==> src/rtl/mest_pro_seq_ctrl_pkg.sv <==
// ---------------------------------------------------------------------------
// mest_pro_seq_pkg
//   Shared types and constants for the MESTPro instruction sequencer.
//   - seq_state_e : sequencer FSM state encoding
//   - OPC/OPA/OPB : bit slices of the 24-bit instruction word
//                   {opcode[23:16], opA[15:8], opB[7:0]}
// ---------------------------------------------------------------------------
package mest_pro_seq_pkg;

  typedef enum logic [2:0] {
    IDLE      = 3'd0,
    FETCH     = 3'd1,
    WAIT_MEM  = 3'd2,
    EXEC      = 3'd3,
    WAIT_DONE = 3'd4,
    UPDATE    = 3'd5,
    STEP      = 3'd6,
    HALT      = 3'd7
  } seq_state_e;

  localparam int OPC_MSB = 23;
  localparam int OPC_LSB = 16;
  localparam int OPA_MSB = 15;
  localparam int OPA_LSB = 8;
  localparam int OPB_MSB = 7;
  localparam int OPB_LSB = 0;

endpackage

==> src/rtl/mest_pro_seq_ctrl_if.sv <==
// ---------------------------------------------------------------------------
// mest_pro_seq_ctrl_if
//   Bus bundle between the sequencer and its neighbours.
//   Program memory side : o_imem_addr, o_imem_rd  -> memory
//                         i_imem_data, i_imem_valid <- memory
//   Execute unit side   : o_execute, o_op_code, o_operand1, o_operand2 -> exec
//                         i_exec_done, i_jump, i_return_pc, i_end_of_code <- exec
//   modport master : the sequencer
//   modport slave  : memory + execute unit (or a testbench model of them)
// ---------------------------------------------------------------------------
interface mest_pro_seq_ctrl_if #(
  parameter int PC_W    = 8,
  parameter int INSTR_W = 24
);
  logic [PC_W-1:0]    o_imem_addr;
  logic               o_imem_rd;
  logic [INSTR_W-1:0] i_imem_data;
  logic               i_imem_valid;

  logic               o_execute;
  logic [7:0]         o_op_code;
  logic [7:0]         o_operand1;
  logic [7:0]         o_operand2;
  logic               i_exec_done;
  logic               i_jump;
  logic               i_return_pc;
  logic               i_end_of_code;

  modport master (
    output o_imem_addr, o_imem_rd, o_execute, o_op_code, o_operand1, o_operand2,
    input  i_imem_data, i_imem_valid, i_exec_done, i_jump, i_return_pc, i_end_of_code
  );

  modport slave (
    input  o_imem_addr, o_imem_rd, o_execute, o_op_code, o_operand1, o_operand2,
    output i_imem_data, i_imem_valid, i_exec_done, i_jump, i_return_pc, i_end_of_code
  );
endinterface

==> src/rtl/mest_pro_seq_ctrl_ret_stack.sv <==
// ---------------------------------------------------------------------------
// mest_pro_ret_stack
//   Small LIFO of return addresses for JMP (push) / RET (pop).
//   Ports:
//     clk, i_reset_n : clock, asynchronous active-low reset (clears contents)
//     i_clear        : synchronous pointer clear (restart of the program)
//     i_push, i_data : push i_data when not full (ignored when full)
//     i_pop          : drop top entry when not empty (ignored when empty)
//     o_top          : current top entry (valid when !o_empty)
//     o_full,o_empty : occupancy flags
//   The pointer carries one extra bit so DEPTH entries can be told apart
//   from zero entries.
// ---------------------------------------------------------------------------
module mest_pro_ret_stack #(
  parameter int DEPTH = 4,
  parameter int WIDTH = 8
) (
  input  logic             clk,
  input  logic             i_reset_n,
  input  logic             i_clear,
  input  logic             i_push,
  input  logic             i_pop,
  input  logic [WIDTH-1:0] i_data,
  output logic [WIDTH-1:0] o_top,
  output logic             o_full,
  output logic             o_empty
);
  localparam int PTR_W = $clog2(DEPTH);
  localparam logic [PTR_W:0]   SP_ONE  = 1;
  localparam logic [PTR_W-1:0] IDX_ONE = 1;

  logic [PTR_W:0]   sp_reg;
  logic [WIDTH-1:0] mem_reg [DEPTH];
  logic [PTR_W-1:0] wr_idx;
  logic [PTR_W-1:0] top_idx;

  assign wr_idx  = sp_reg[PTR_W-1:0];
  assign top_idx = sp_reg[PTR_W-1:0] - IDX_ONE;
  assign o_full  = sp_reg[PTR_W];
  assign o_empty = (sp_reg == '0);
  assign o_top   = mem_reg[top_idx];

  always_ff @(posedge clk or negedge i_reset_n) begin
    if (!i_reset_n) begin
      sp_reg <= '0;
      for (int i = 0; i < DEPTH; i++) mem_reg[i] <= '0;
    end else if (i_clear) begin
      sp_reg <= '0;
    end else if (i_push && !o_full) begin
      mem_reg[wr_idx] <= i_data;
      sp_reg          <= sp_reg + SP_ONE;
    end else if (i_pop && !o_empty) begin
      sp_reg <= sp_reg - SP_ONE;
    end
  end

endmodule

==> src/rtl/mest_pro_seq_ctrl.sv <==
// ---------------------------------------------------------------------------
// mest_pro_seq_ctrl
//   Instruction sequencer for the MESTPro core. Fetches {opcode,opA,opB}
//   from program memory, strobes the execute unit, waits for completion and
//   updates the PC from the jump / return / end-of-code flags. JMP pushes the
//   return address (PC+1) onto a small stack, RET pops it.
//
//   Optional feature macro: SEQ_SINGLE_STEP_EN
//     defined   -> extra input i_step; after each instruction the FSM parks
//                  in STEP (still busy) until i_step=1.
//     undefined -> UPDATE goes straight to FETCH.
//
//   Ports:
//     clk, i_reset_n : clock, asynchronous active-low reset
//     i_start        : start/restart at PC 0 (only honoured in IDLE/HALT)
//     i_step         : single-step advance (SEQ_SINGLE_STEP_EN only)
//     bus            : memory + execute-unit bundle (master modport)
//     o_pc           : current PC
//     o_busy         : 1 outside IDLE/HALT
//     o_halted       : 1 in HALT
//     o_stack_err    : sticky return-stack overflow/underflow
//   All outputs are registered.
// ---------------------------------------------------------------------------
module mest_pro_seq_ctrl
  import mest_pro_seq_pkg::*;
#(
  parameter int PC_W        = 8,
  parameter int INSTR_W     = 24,
  parameter int STACK_DEPTH = 4
) (
  input  logic            clk,
  input  logic            i_reset_n,
  input  logic            i_start,
`ifdef SEQ_SINGLE_STEP_EN
  input  logic            i_step,
`endif
  mest_pro_seq_ctrl_if.master bus,
  output logic [PC_W-1:0] o_pc,
  output logic            o_busy,
  output logic            o_halted,
  output logic            o_stack_err
);
  localparam logic [PC_W-1:0] PC_ONE = 1;

  seq_state_e         state_reg;
  logic [PC_W-1:0]    pc_reg;
  logic [INSTR_W-1:0] instr_reg;
  logic               imem_rd_reg;
  logic               execute_reg;
  logic               busy_reg;
  logic               halted_reg;
  logic               err_reg;
  // Flags captured in the exec-done cycle, acted on in UPDATE.
  logic               eoc_reg;
  logic               jump_reg;
  logic               ret_reg;

  logic [PC_W-1:0]    pc_plus1;
  logic [PC_W-1:0]    stk_top;
  logic               stk_full;
  logic               stk_empty;
  logic               stk_push;
  logic               stk_pop;
  logic               stk_clear;

  assign pc_plus1 = pc_reg + PC_ONE;

  // Push and pop are mutually exclusive by the UPDATE priority order.
  assign stk_push  = (state_reg == UPDATE) && !eoc_reg && jump_reg && !stk_full;
  assign stk_pop   = (state_reg == UPDATE) && !eoc_reg && !jump_reg && ret_reg && !stk_empty;
  assign stk_clear = ((state_reg == IDLE) || (state_reg == HALT)) && i_start;

  mest_pro_ret_stack #(
    .DEPTH (STACK_DEPTH),
    .WIDTH (PC_W)
  ) u_stack (
    .clk       (clk),
    .i_reset_n (i_reset_n),
    .i_clear   (stk_clear),
    .i_push    (stk_push),
    .i_pop     (stk_pop),
    .i_data    (pc_plus1),
    .o_top     (stk_top),
    .o_full    (stk_full),
    .o_empty   (stk_empty)
  );

  always_ff @(posedge clk or negedge i_reset_n) begin
    if (!i_reset_n) begin
      state_reg   <= IDLE;
      pc_reg      <= '0;
      instr_reg   <= '0;
      imem_rd_reg <= 1'b0;
      execute_reg <= 1'b0;
      busy_reg    <= 1'b0;
      halted_reg  <= 1'b0;
      err_reg     <= 1'b0;
      eoc_reg     <= 1'b0;
      jump_reg    <= 1'b0;
      ret_reg     <= 1'b0;
    end else begin
      case (state_reg)
        IDLE, HALT: begin
          if (i_start) begin
            pc_reg      <= '0;
            err_reg     <= 1'b0;
            imem_rd_reg <= 1'b1;
            busy_reg    <= 1'b1;
            halted_reg  <= 1'b0;
            state_reg   <= FETCH;
          end
        end
        // Read request is high for exactly the FETCH cycle.
        FETCH: begin
          imem_rd_reg <= 1'b0;
          state_reg   <= WAIT_MEM;
        end
        WAIT_MEM: begin
          if (bus.i_imem_valid) begin
            instr_reg   <= bus.i_imem_data;
            execute_reg <= 1'b1;
            state_reg   <= EXEC;
          end
        end
        EXEC: begin
          execute_reg <= 1'b0;
          state_reg   <= WAIT_DONE;
        end
        WAIT_DONE: begin
          if (bus.i_exec_done) begin
            eoc_reg   <= bus.i_end_of_code;
            jump_reg  <= bus.i_jump;
            ret_reg   <= bus.i_return_pc;
            state_reg <= UPDATE;
          end
        end
        UPDATE: begin
          if (eoc_reg) begin
            busy_reg   <= 1'b0;
            halted_reg <= 1'b1;
            state_reg  <= HALT;
          end else if ((jump_reg && stk_full) || (!jump_reg && ret_reg && stk_empty)) begin
            // Stack overflow on JMP or underflow on RET: PC stays on the
            // offending instruction.
            err_reg    <= 1'b1;
            busy_reg   <= 1'b0;
            halted_reg <= 1'b1;
            state_reg  <= HALT;
          end else begin
            if (jump_reg)     pc_reg <= PC_W'(instr_reg[OPA_MSB:OPA_LSB]);
            else if (ret_reg) pc_reg <= stk_top;
            else              pc_reg <= pc_plus1;
`ifdef SEQ_SINGLE_STEP_EN
            state_reg <= STEP;
`else
            imem_rd_reg <= 1'b1;
            state_reg   <= FETCH;
`endif
          end
        end
`ifdef SEQ_SINGLE_STEP_EN
        STEP: begin
          if (i_step) begin
            imem_rd_reg <= 1'b1;
            state_reg   <= FETCH;
          end
        end
`endif
        default: begin
          busy_reg  <= 1'b0;
          state_reg <= IDLE;
        end
      endcase
    end
  end

  assign bus.o_imem_addr = pc_reg;
  assign bus.o_imem_rd   = imem_rd_reg;
  assign bus.o_execute   = execute_reg;
  assign bus.o_op_code   = instr_reg[OPC_MSB:OPC_LSB];
  assign bus.o_operand1  = instr_reg[OPA_MSB:OPA_LSB];
  assign bus.o_operand2  = instr_reg[OPB_MSB:OPB_LSB];
  assign o_pc            = pc_reg;
  assign o_busy          = busy_reg;
  assign o_halted        = halted_reg;
  assign o_stack_err     = err_reg;

endmodule

==> src/flat_wrapper.sv <==
// flat-port wrapper written by rule: the top's interface ports become plain ports
module mest_pro_seq_ctrl_flat import mest_pro_seq_pkg::*;
#(
  parameter int PC_W        = 8,
  parameter int INSTR_W     = 24,
  parameter int STACK_DEPTH = 4
)
  (clk, i_reset_n, i_start, o_pc, o_busy, o_halted, o_stack_err, bus_o_imem_addr, bus_o_imem_rd, bus_o_execute, bus_o_op_code, bus_o_operand1, bus_o_operand2, bus_i_imem_data, bus_i_imem_valid, bus_i_exec_done, bus_i_jump, bus_i_return_pc, bus_i_end_of_code);
  mest_pro_seq_ctrl_if #(.PC_W(PC_W), .INSTR_W(INSTR_W)) bus_i ();
  input  logic clk;
  input  logic i_reset_n;
  input  logic i_start;
  output logic [PC_W-1:0] o_pc;
  output logic o_busy;
  output logic o_halted;
  output logic o_stack_err;
  output wire logic [$bits(bus_i.o_imem_addr)-1:0] bus_o_imem_addr;
  output wire logic [$bits(bus_i.o_imem_rd)-1:0] bus_o_imem_rd;
  output wire logic [$bits(bus_i.o_execute)-1:0] bus_o_execute;
  output wire logic [$bits(bus_i.o_op_code)-1:0] bus_o_op_code;
  output wire logic [$bits(bus_i.o_operand1)-1:0] bus_o_operand1;
  output wire logic [$bits(bus_i.o_operand2)-1:0] bus_o_operand2;
  input wire logic [$bits(bus_i.i_imem_data)-1:0] bus_i_imem_data;
  input wire logic [$bits(bus_i.i_imem_valid)-1:0] bus_i_imem_valid;
  input wire logic [$bits(bus_i.i_exec_done)-1:0] bus_i_exec_done;
  input wire logic [$bits(bus_i.i_jump)-1:0] bus_i_jump;
  input wire logic [$bits(bus_i.i_return_pc)-1:0] bus_i_return_pc;
  input wire logic [$bits(bus_i.i_end_of_code)-1:0] bus_i_end_of_code;
  assign bus_o_imem_addr = bus_i.o_imem_addr;
  assign bus_o_imem_rd = bus_i.o_imem_rd;
  assign bus_o_execute = bus_i.o_execute;
  assign bus_o_op_code = bus_i.o_op_code;
  assign bus_o_operand1 = bus_i.o_operand1;
  assign bus_o_operand2 = bus_i.o_operand2;
  assign bus_i.i_imem_data = bus_i_imem_data;
  assign bus_i.i_imem_valid = bus_i_imem_valid;
  assign bus_i.i_exec_done = bus_i_exec_done;
  assign bus_i.i_jump = bus_i_jump;
  assign bus_i.i_return_pc = bus_i_return_pc;
  assign bus_i.i_end_of_code = bus_i_end_of_code;
  mest_pro_seq_ctrl #(.PC_W(PC_W), .INSTR_W(INSTR_W), .STACK_DEPTH(STACK_DEPTH)) u_core (.clk(clk), .i_reset_n(i_reset_n), .i_start(i_start), .bus(bus_i), .o_pc(o_pc), .o_busy(o_busy), .o_halted(o_halted), .o_stack_err(o_stack_err));
endmodule
==> config.mk <==
export PLATFORM = sky130hd
export DESIGN_NAME = mest_pro_seq_ctrl_flat
export DESIGN_NICKNAME = d
export VERILOG_FILES = /design/src/rtl/mest_pro_seq_ctrl_pkg.sv /design/src/rtl/mest_pro_seq_ctrl_if.sv /design/src/rtl/mest_pro_seq_ctrl_ret_stack.sv /design/src/rtl/mest_pro_seq_ctrl.sv /design/src/flat_wrapper.sv
export SDC_FILE = /design/constraint.sdc
export NUM_CORES = 1
export LEC_CHECK = 0
export CAP_MARGIN = 5
export CORE_ASPECT_RATIO = 0.8
export CORE_MARGIN = 10
export CORE_UTILIZATION = 46
export CTS_CLUSTER_SIZE = 12
export DETAILED_ROUTE_END_ITERATION = 12
export PLACE_DENSITY = 0.76
export SYNTH_ARGS = -nofsm -noshare
export SYNTH_HDL_FRONTEND = slang
export SYNTH_SLANG_ARGS = --single-unit
==> constraint.sdc <==
create_clock -name clk -period 2.1 [get_ports clk]
set_clock_uncertainty 0.1 [all_clocks]
set_input_delay 0.63 -clock clk [delete_from_list [all_inputs] [get_ports clk]]
set_output_delay 0.63 -clock clk [all_outputs]
set_load 0.01 [all_outputs]
After elaboration in Yosys (flattened, before gate mapping)
Index checks and enable logic that the tools add are counted.
- register bits: 78
- latch bits: 0
- RAM bits: 0
- bits in read-only memories: 0
- bits of input ports: 32
- output and inout port bits: 45
- word-level logic and storage cells: 113
- memories kept: 0
- $add $sub $neg: 4
- multiply operators: 0
- div/mod/pow operators: 0
- magnitude comparators: 3
- eq/ne operators: 13
- shift operators: 0
- mux-type cells: 36
- bitwise operators: 4
- reduce and logical (&&, ||, !) cells: 37
- operators by type and width (kind ; number):
    $mux W8 ; 8
    $bwmux W32 ; 1
    $mux W3 ; 8
    $pmux W3 S6 ; 1
    $bmux W8 S2 ; 1
    $demux W8 S2 ; 1
    $pmux W8 S2 ; 1
    $logic_and A1 B1 Y1 ; 13
    $ne A2 B2 Y1 const B ; 6
    $reduce_and A4 Y1 ; 3
    $mux W1 ; 10
    $eq A3 B3 Y1 const B ; 3
    $reduce_and A3 Y1 ; 3
    $add A8 B1 Y8 const B ; 1
    $reduce_and A2 Y1 ; 4
    $eq A3 B2 Y1 const B ; 2
    $ge A3 B3 Y1 const B ; 2
    $logic_not A3 Y1 ; 2
    $not A2 Y3 ; 2
    $pmux W1 S2 ; 3
    $pmux W1 S3 ; 2
    $reduce_bool A3 Y1 ; 2
    $logic_not A1 Y1 ; 4
    $reduce_bool A2 Y1 ; 2
    10 further kinds ; 12

Depth between registers and ports, before layout
Gate-level depths: netlist (run 1).
- word-level depth: 10
- depth in mapped cells: 9
- depth with buffers taken out: 7

Cells and area by module
From an unflattened synthesis (run 1), not the netlist that was laid out.
- cell total of the unflattened synthesis: 313
- area, all modules: 4048.9 µm²
- modules (own cells, without submodules) (module ; instances ; cells an instance ; area an instance (µm²) ; seq. area each (µm²)):
    mest_pro_seq_ctrl ; 1 ; 203 ; 2230.9 ; 1076.0
    mest_pro_ret_stack ; 1 ; 110 ; 1818.0 ; 875.8

Worst setup path after synthesis (run 1)
No wires, ideal clock.
- path kind: flip-flop to flip-flop
- from: register u_core.u_stack.sp_reg[0]
- to: register u_core.pc_reg[7] (netlist: u_core.bus.o_imem_addr[7])
- setup time: 118 ps
- arrival time: 1795 ps
- slack: 87 ps
- cell stages (with the launch flop): 9
- buffers on the path: 2
- cell sequence: dfrtp_1 > buf_4 > inv_1 > ha_1 > buf_2 > mux4_2 > o211ai_1 > a31oi_1 > a21o_1
- word-level cells in the longest chain between the ends: 10
- elaborated cells on any way between the ends: 15
- classes of those cells: add/sub (1); eq/ne (1); mux (8); bitwise (1); reduce/logical (4)
- ends and longest elaborated chain (what ; line ; source):
    start, declared ; mest_pro_seq_ctrl_ret_stack.sv:32 ; logic [PTR_W:0] sp_reg;
    start signal, assigned ; mest_pro_seq_ctrl_ret_stack.sv:51 ; sp_reg <= sp_reg + SP_ONE;
    start signal, assigned ; mest_pro_seq_ctrl_ret_stack.sv:53 ; sp_reg <= sp_reg - SP_ONE;
    $sub A2 B1 Y2 ; mest_pro_seq_ctrl_ret_stack.sv:38 ; assign top_idx = sp_reg[PTR_W-1:0] - IDX_ONE;
    $not A2 Y3 (implied by the code) ; mest_pro_seq_ctrl_ret_stack.sv:41 ; assign o_top = mem_reg[top_idx];
    $bmux W8 S2 ; mest_pro_seq_ctrl_ret_stack.sv:41 ;
    $mux W8 (implied by the code) (2 in a row) ; mest_pro_seq_ctrl_ret_stack.sv:41 ;
    $mux W8 ; mest_pro_seq_ctrl.sv:151 ; else if (ret_reg) pc_reg <= stk_top;
    $mux W8 ; mest_pro_seq_ctrl.sv:150 ; if (jump_reg) pc_reg <= PC_W'(instr_reg[OPA_MSB:OPA_LSB]);
    $mux W8 ; mest_pro_seq_ctrl.sv:142 ; end else if ((jump_reg && stk_full) || (!jump_reg && ret_reg && stk_empty)) begin
    $mux W8 ; mest_pro_seq_ctrl.sv:138 ; if (eoc_reg) begin
    $pmux W8 S2 ; mest_pro_seq_ctrl.sv:102 ; case (state_reg)
    end signal, assigned ; mest_pro_seq_ctrl.sv:150 ;
    end signal, assigned ; mest_pro_seq_ctrl.sv:151 ;
    end signal, assigned ; mest_pro_seq_ctrl.sv:152 ; else pc_reg <= pc_plus1;
    end, declared ; mest_pro_seq_ctrl.sv:46 ; logic [PC_W-1:0] pc_reg;
Parallel ways exist; a longest one is shown, timed or not. The select of a mux whose other input is x is not followed.
A chain may end at the register's enable or synchronous reset.

Worst setup path after layout (run 1)
- from: register u_core.pc_reg[7] (netlist: u_core.bus.o_imem_addr[7])
- to: output port o_pc[7]
- RTL lines (what ; line ; source):
    end, declared ; flat_wrapper.sv:13 ; output logic [PC_W-1:0] o_pc;
No word-level cell between the ends.

==> results of run 1 <==
-- layout make-up --
| type | count | area [um^2] | area share (%) |
|---|---|---|---|
| timing repair buffer | 102 | 995 | 20.2 |
| tap | 108 | 135 | 2.74 |
| clock buffer | 11 | 141 | 2.87 |
| sequential | 78 | 1960 | 39.7 |
| inverter | 5 | 18.8 | 0.381 |
| clock inverter | 5 | 81.3 | 1.65 |
| multi-input combinational | 226 | 1600 | 32.5 |
-- power groups by stage --
stage / clock network [mW] / registers (mW) / logic (mW)
6_report: 1.26 / 2.34 / 2.74
3_5_place_dp: 0 / 2.38 / 2.66
2_1_floorplan: 0 / 2.41 / 1.39
5_1_grt: 1.34 / 2.40 / 2.99
4_1_cts: 1.28 / 2.34 / 2.73
3_3_place_gp: 0 / 2.36 / 2.60
-- Yosys cell counts, types with 2 or more instances --
master	n	area, um^2
dfrtp_1	78	1950
nand2_1	51	191
o21ai_0	45	225
mux2_2	30	338
a21oi_1	11	55.1
buf_4	11	82.6
buf_2	9	45.0
nor2_1	9	33.8
mux4_2	8	180
ha_1	6	75.1
nand3_1	6	30.0
o21ai_1	6	30.0
a31oi_1	5	31.3
a21o_1	4	30.0
inv_1	4	15.0
and2_1	3	18.8
and3_1	3	18.8
mux2i_1	3	30.0
o221ai_1	3	26.3
or3_1	3	18.8
a211oi_1	2	15.0
and4bb_2	2	25.0
buf_6	2	22.5
nand3b_1	2	15.0
nand4bb_1	2	22.5
nor3_1	2	10.0
o31ai_1	2	15.0
or2_2	2	12.5
xor2_1	2	17.5
-- kinds of logic (layout without fill, tap and decap cells) --
| family | count (synthesis) | in the layout | synth area share (%) |
|---|---|---|---|
| compound gates | 83 | 83 | 12.5 |
| xor+xnor | 3 | 3 | 0.705 |
| fa+ha+maj | 7 | 7 | 2.55 |
| buf+inv | 29 | 123 | 4.77 |
| flops | 78 | 78 | 52.4 |
| mux | 41 | 41 | 14.7 |
| simple gates | 92 | 92 | 12.4 |
-- metrics by stage --
| stage | util (%) | area (um^2) | setup slack [ns] | cells |
|---|---|---|---|---|
| after floorplan | - | 3730 | 0.0869 | 333 |
| after global placement | 58.6 | 4640 | 0.0451 | 513 |
| after detailed placement | 58.6 | 4640 | 0.00870 | 513 |
| after CTS | 61.8 | 4890 | 0.00523 | 533 |
| after global routing | 62.3 | 4930 | 0.000611 | 535 |
| final | 62.3 | 4930 | 0.0470 | 535 |
-- layer usage --
| metal | track usage, % | vias to the layer above | part of all wire [%] |
|---|---|---|---|
| met5 | 0 | - | 0 |
| met4 | 4.17 | 0 | 0.77 |
| met3 | 5.94 | 11 | 7.5 |
| met2 | 25.7 | 107 | 49 |
| met1 | 19.4 | 1456 | 42 |
| li1 | - | 1353 | - |
-- how the worst min path moves through the flow --
stage	from	slack [ns]	to
floorplan	i_reset_n	0.23	u_core.bus.o_execute$_DFFE_PN0P_
global placement	u_core.u_stack.mem_reg[13]$_DFFE_PN0P_	0.36	u_core.u_stack.mem_reg[13]$_DFFE_PN0P_
detailed placement	u_core.u_stack.mem_reg[16]$_DFFE_PN0P_	0.37	u_core.u_stack.mem_reg[16]$_DFFE_PN0P_
global route	i_reset_n	0.11	u_core.u_stack.mem_reg[16]$_DFFE_PN0P_
finish	i_reset_n	0.10	u_core.u_stack.mem_reg[0]$_DFFE_PN0P_
CTS	i_reset_n	0.11	u_core.u_stack.mem_reg[8]$_DFFE_PN0P_
-- cells in the final DEF, fill, tap and decap left out, drive strengths merged, types with 2 or more instances in the layout --
cell type,Yosys,routed
mux2,30,30
o21ai,51,51
a31oi,5,5
nand3,6,6
mux2i,3,3
inv,5,6
clkbuf,2,11
a21oi,11,11
or3,3,3
nor3,3,3
o31ai,2,2
and4bb,2,2
and3,3,3
a211oi,2,2
clkdlybuf4s50,0,64
mux4,8,8
ha,6,6
a21o,4,4
bufinv,0,2
o221ai,3,3
nand2,51,51
nand4bb,2,2
or2,3,3
dlymetal6s2s,0,8
and2,4,4
nor2,11,11
dfrtp,78,78
nand3b,2,2
buf,22,27
xor2,2,2
dlygate4sd2,0,3
-- repair_timing --
item / in CTS / in global routing
buffers inserted: 4 / 2
cloned: 0 / 0
pin swaps: 0 / 1
setup endpoints to repair: 16 / 11
gates resized for setup: 9 / 11
-- worst register-to-register path: cells and delay by family, from the launching register on --
family          cells  cell delay [ns]
mux                 1             0.33
fa+ha+maj           1             0.32
flops               1             0.41
buf+inv             2             0.26
compound gates      3             0.49
==> run metrics, run 1 <==
unrepaired setup endpoints after global routing false; PD cells roughly 1300 nW/um^2; CTS tree yes; number of detailed-route iterations in the first pass 5; Slowest-stage cell, CP clkdlybuf4s50_1; largest net degree at the start of global routing 36; FF+latch count, synth between 70 and 80; fillers roughly 660; port bufs 76; nets approximately 460; cell family with most CP delay buffers and inverters; Pleak around 2.2 nW; max-cap violations 0; register area share after synthesis between 50% and 60%; max FFs per register 32; CTS H-tree depth 3; Worst R2R Start u_core.u_stack.sp_reg[1]$_DFFE_PN0P_; Critical path origin u_core.bus.o_imem_addr[7]$_DFFE_PN0P_; Die ar. roughly 12000 um^2; Synth cell types 46; Mean Syn Cell Area between 10 and 15 um^2; final worst path period share around 98%; Post-synth EDFFs 0; later-pin clock latency in the skew report ~0.35 ns; Max VDD drop between 0.7 and 0.8 mV; hold-fix buffers at CTS 0; relative slew slack 73.4%; Arr. time, crit path around 1.3 ns; post-route ant nets 0; clk sink count 78; Synth Warn # 0; Initial Util between 40 and 50%; required time of the worst setup path roughly 1.4 ns; Clk pin slew, worst setup/hold paths around 0.080 ns; worst slew pin tran roughly 0.40 ns; TritonCTS Buffers 9; reg2reg end u_core.bus.o_imem_addr[7]$_DFFE_PN0P_; Die Ht around 100 um; Congestion Overflow GR 0; Fin. Hold Viols 0; CP max stage delay between 0.5 and 0.6 ns; Area Overhead vs Synth 32.3%; Async S/R FF share, synth 100%; switching share of total power between 30% and 40%; Buffers & Inverters on Critical Path 1; min cycle time layout around 2.1 ns; # diodes 0; Tot Pwr 6.33 mW; Hold Slack 0.102 ns; Critical Path Sink o_pc[7]; # rows 29; internal power ~4.1 mW; status finished, final reports clean; TNS Setup 0 ns; vias after detailed routing about 2900; Post-Synthesis Cells 333; WL final ~9500 um; CORE AREA roughly 7900 um^2; Comb power frac 43.2%; NetSw about 2.2 mW; endpoints failing setup 0; DR vias/cell approximately 5.5; Fmax achieved between 400 and 500 MHz; Main synth FF type dfrtp_1; boundary pin count 77; RD Place Congestion ~0.84; sequential power share a little under two fifths; critical path peak fanout 2; crit end category output port; initial antenna violation count 0; Max Slew Vio Count 0; clk buf depth 2; mapped cell area roughly 3700 um^2; reg2reg setup slack about 0.1 ns; startpoint types flip-flop; hpwl dp around 7000 um; Tot GR Track Use between 10% and 20%; first-pass GRT wire length between 15000 and 20000 um; vias in the first global route just under 3000; syn_nets 372; R2R depth 7; Tightest Hold Check Type in2async; First DRT Iteration DRCs 242; clock power share 19.8%; clk root buf clkbuf_8; Setup CP Type reg2out; DR WL/cell between 15 and 20 um; Die W between 100 and 150 um; Levels on crit path 1; crit path cell chain clkdlybuf4s50_1; share of cells above drive strength 1 between 20 and 25%; drc violations 0
Note: power is estimated with default switching activity, not from simulation.
==> run 2: changes to the inputs <==
Settings changed: CAP_MARGIN 5 to unset, CORE_UTILIZATION 46 to 47, GPL_ROUTABILITY_DRIVEN set to 1, SYNTH_HIERARCHICAL set to 1.
==> run 2 against run 1 <==
Critical endpoint is now u_core/u_stack/mem_reg[20]$_DFFE_PN0P_. Largest cell class unchanged. Die area increased by 5.2%. Setup slack got worse by 0.023 ns. Synthesized area up 8.7%. Design area increased by 8.5%. Register-to-register slack lost 0.08 ns. Sequential power up 3%. Sequential cell count unchanged. Worst hold slack improved by 0.31 ns. First-iteration DRC count decreased by 29%. Global-route usage grew 0.23 points.
==> run metrics, run 2 <==
mapped cell area 4050 um^2 (+8.7%); First DRT Iteration DRCs 173 (-29%); status finished, final reports clean; Main synth FF type dfrtp_1; nets 449 (-2.6%); R2R depth 7 (unchanged); later-pin clock latency in the skew report 0.34 ns (about the same); Fmax achieved 482 MHz (-1.1%); Max Slew Vio Count 0 (unchanged); Arr. time, crit path 2.21 ns (+0.89 ns); vias after detailed routing 2884 (-1.5%); worst slew pin tran 0.522 ns (+0.125 ns); clk sink count 78 (unchanged); Tot GR Track Use 16.0% (+0.23 points); Max VDD drop 0.683 mV (-3.0%); syn_nets 351 (-5.6%); largest net degree at the start of global routing 54 (+50%); CTS H-tree depth 3 (unchanged); # diodes 0 (unchanged); DR WL/cell 19.2 um (+8.0%); Die ar. 12800 um^2 (+5.2%); Critical Path Sink u_core/u_stack/mem_reg[20]$_DFFE_PN0P_; Mean Syn Cell Area 12.9 um^2 (+16%); final worst path period share 98.9% (+1.1 points); required time of the worst setup path 2.23 ns (+0.86 ns); Area Overhead vs Synth 32.1%; synth cell count leaders dfrtp_1 (78), mux2_4 (32), mux2_2 (26), nand2_1 (17), o21ai_0 (15); Pleak 2.48 nW (+11%); post-synth top area share 48.2% (-4.2 points); Clk pin slew, worst setup/hold paths 0.08 ns (about the same); endpoints failing setup 0 (unchanged); Initial Util 47.9% (+0.84 points); share of cells above drive strength 1 37.1% (+14 points); Tightest Hold Check Type reg2reg; switching share of total power 36.1% (+1.2 points); register area share after synthesis 48.2% (-4.2 points); Critical path origin u_core/eoc_reg$_DFFE_PN0P_; Util after Layout 63.3% (+1.0 points); number of detailed-route iterations in the first pass 4 (-1); Worst R2R Start u_core/eoc_reg$_DFFE_PN0P_; clk buf depth 2 (unchanged); Die W 124 um (+2.6%); port bufs 76 (unchanged); clk root buf clkbuf_8; unrepaired setup endpoints after global routing true; crit end category flip-flop; CP max stage delay 0.40 ns (-0.17 ns); first-pass GRT wire length 16000 um (+4.7%); commonest non-fill, non-tap cell in the layout dfrtp_1; TritonCTS Buffers 9 (unchanged); boundary pin count 77 (unchanged); NetSw 2.56 mW (+16%); Synth Warn # 6 (+6); critical path peak fanout 8 (+6); Tot Pwr 7.09 mW (+12%); TNS Setup 0 ns (unchanged); PD cells 1330 nW/um^2 (+3.4%); FF+latch count, synth 78 (unchanged); initial antenna violation count 0 (unchanged); # rows 30 (+3.4%); CTS tree yes; most common cell in the netlist dfrtp_1; Area contributors post-synth dfrtp_1 (48%), mux2_4 (12%), mux2_2 (7.2%); Fin. Hold Viols 0 (unchanged); DR vias/cell 5.47 (about the same); Comb power frac 49.5% (+6.3 points); max FFs per register 32 (unchanged); internal power 4.54 mW (+10%); relative slew slack 64.9% (-8.5 points); crit path cell chain nand4bb_4 -> nor3_4 -> nor2b_4 -> buf_6 -> nor2b_4 -> and2_4 -> mux2_4; Post-synth EDFFs 0 (unchanged); max-cap violations 0 (unchanged); clock power share 16.5% (-3.3 points); hpwl dp 7390 um (+8.5%); min cycle time layout 2.08 ns (+0.0234 ns); Slowest-stage cell, CP dfrtp_1; drc violations 0 (unchanged); startpoint types flip-flop; fillers 642 (-3.3%); sequential power share 34.0% (-2.9 points); Synth area leader dfrtp_1; Synth cell types 51 (+11%); reg2reg end u_core/u_stack/mem_reg[20]$_DFFE_PN0P_; Die Ht 103 um (+2.5%); Setup CP Type reg2reg; CORE AREA 8450 um^2 (+6.8%); Async S/R FF share, synth 100% (unchanged); most frequent cells in the layout dfrtp_1 (71), clkdlybuf4s50_1 (65), mux2_4 (32), buf_4 (30), mux2_2 (26); Post-Synthesis Cells 313 (-6.0%); post-route ant nets 0 (unchanged); RD Place Congestion 0.800 (-4.8%); WL final 10100 um (+6.4%); crit-path most repeated cell nor2b_4; reg2reg setup slack 0.02 ns (-0.08 ns); vias in the first global route 2947 (+1.8%); Congestion Overflow GR 0 (unchanged)
[run 2: power by group through the flow]
stage,combinational [mW],sequential [mW],clock (mW)
final,3.51,2.41,1.17
after global routing,3.79,2.48,1.27
after CTS,3.47,2.41,1.20
after detailed placement,3.38,2.44,0
after global placement,3.30,2.42,0
after floorplan,1.84,2.51,0
[run 2: cell type report]
cell class,instances,area (um^2),area share [%]
clock buffers,12,165,3.09
multi-input cells,203,1930,36.1
inverters,9,37.5,0.702
well taps,112,140,2.62
clock inverters,3,42.5,0.795
repair buffers,110,1070,20.0
flip-flops and latches,78,1960,36.7
[run 2: critical path, delay by kind of cell (launching register included)]
kind          cells  cell delay, ns
simple gates      5            1.05
flops             1            0.40
mux               1            0.32
buf+inv           1            0.11
[run 2: logic make-up (layout without fill, tap and decap cells)]
family                   count (synthesis)  after routing  share of synthesized area [%]
AO/OA/AOI/OAI                           54             54                           9.30
XOR/XNOR                                 4              4                          0.865
adder cells (fa/ha/maj)                  6              6                           1.85
buffers and inverters                   32            134                           5.28
flip-flops                              78             78                           48.2
multiplexers                            69             69                           24.3
AND/OR/NAND/NOR                         70             70                           10.2
[run 2: worst min-delay path by stage]
stage	from	depth (start not counted)	endpoint	slack [ns]
after floorplan	i_reset_n	0	u_core/bus.o_execute$_DFFE_PN0P_	0.23
after global placement	i_reset_n	1	u_core/bus.o_imem_addr[3]$_DFFE_PN0P_	0.33
after detailed placement	i_reset_n	1	u_core/bus.o_imem_addr[3]$_DFFE_PN0P_	0.33
after CTS	u_core/instr_reg[5]$_DFFE_PN0P_	1	u_core/instr_reg[5]$_DFFE_PN0P_	0.41
after global routing	u_core/instr_reg[5]$_DFFE_PN0P_	1	u_core/instr_reg[5]$_DFFE_PN0P_	0.43
final	u_core/instr_reg[18]$_DFFE_PN0P_	1	u_core/instr_reg[18]$_DFFE_PN0P_	0.41
[run 2: timing repair]
| action | in CTS | in global routing |
|---|---|---|
| gates resized for setup | 9 | 14 |
| endpoints found under the hold margin | 1 | 0 |
| setup endpoints to repair | 15 | 47 |
| setup buffers | 3 | 5 |
| pin swaps | 0 | 3 |
| hold buffers | 1 | 0 |
[run 2: through the flow]
stage	setup slack [ns]	instances	area, um^2	hold WS [ns]
final	0.0236	527	5350	0.409
after global routing	-0.0496	527	5350	0.430
after CTS	0.00334	522	5270	0.413
after detailed placement	-0.207	503	5020	0.326
after global placement	-0.145	503	5020	0.328
after floorplan	0.00353	313	4100	0.234
[run 2: per-layer routing]
metal	track usage, %	wire length, um	up-vias
met5	0	0	-
met4	4.11	72	0
met3	5.97	810	5
met2	23.3	4480	96
met1	21.9	4750	1462
li1	-	-	1321
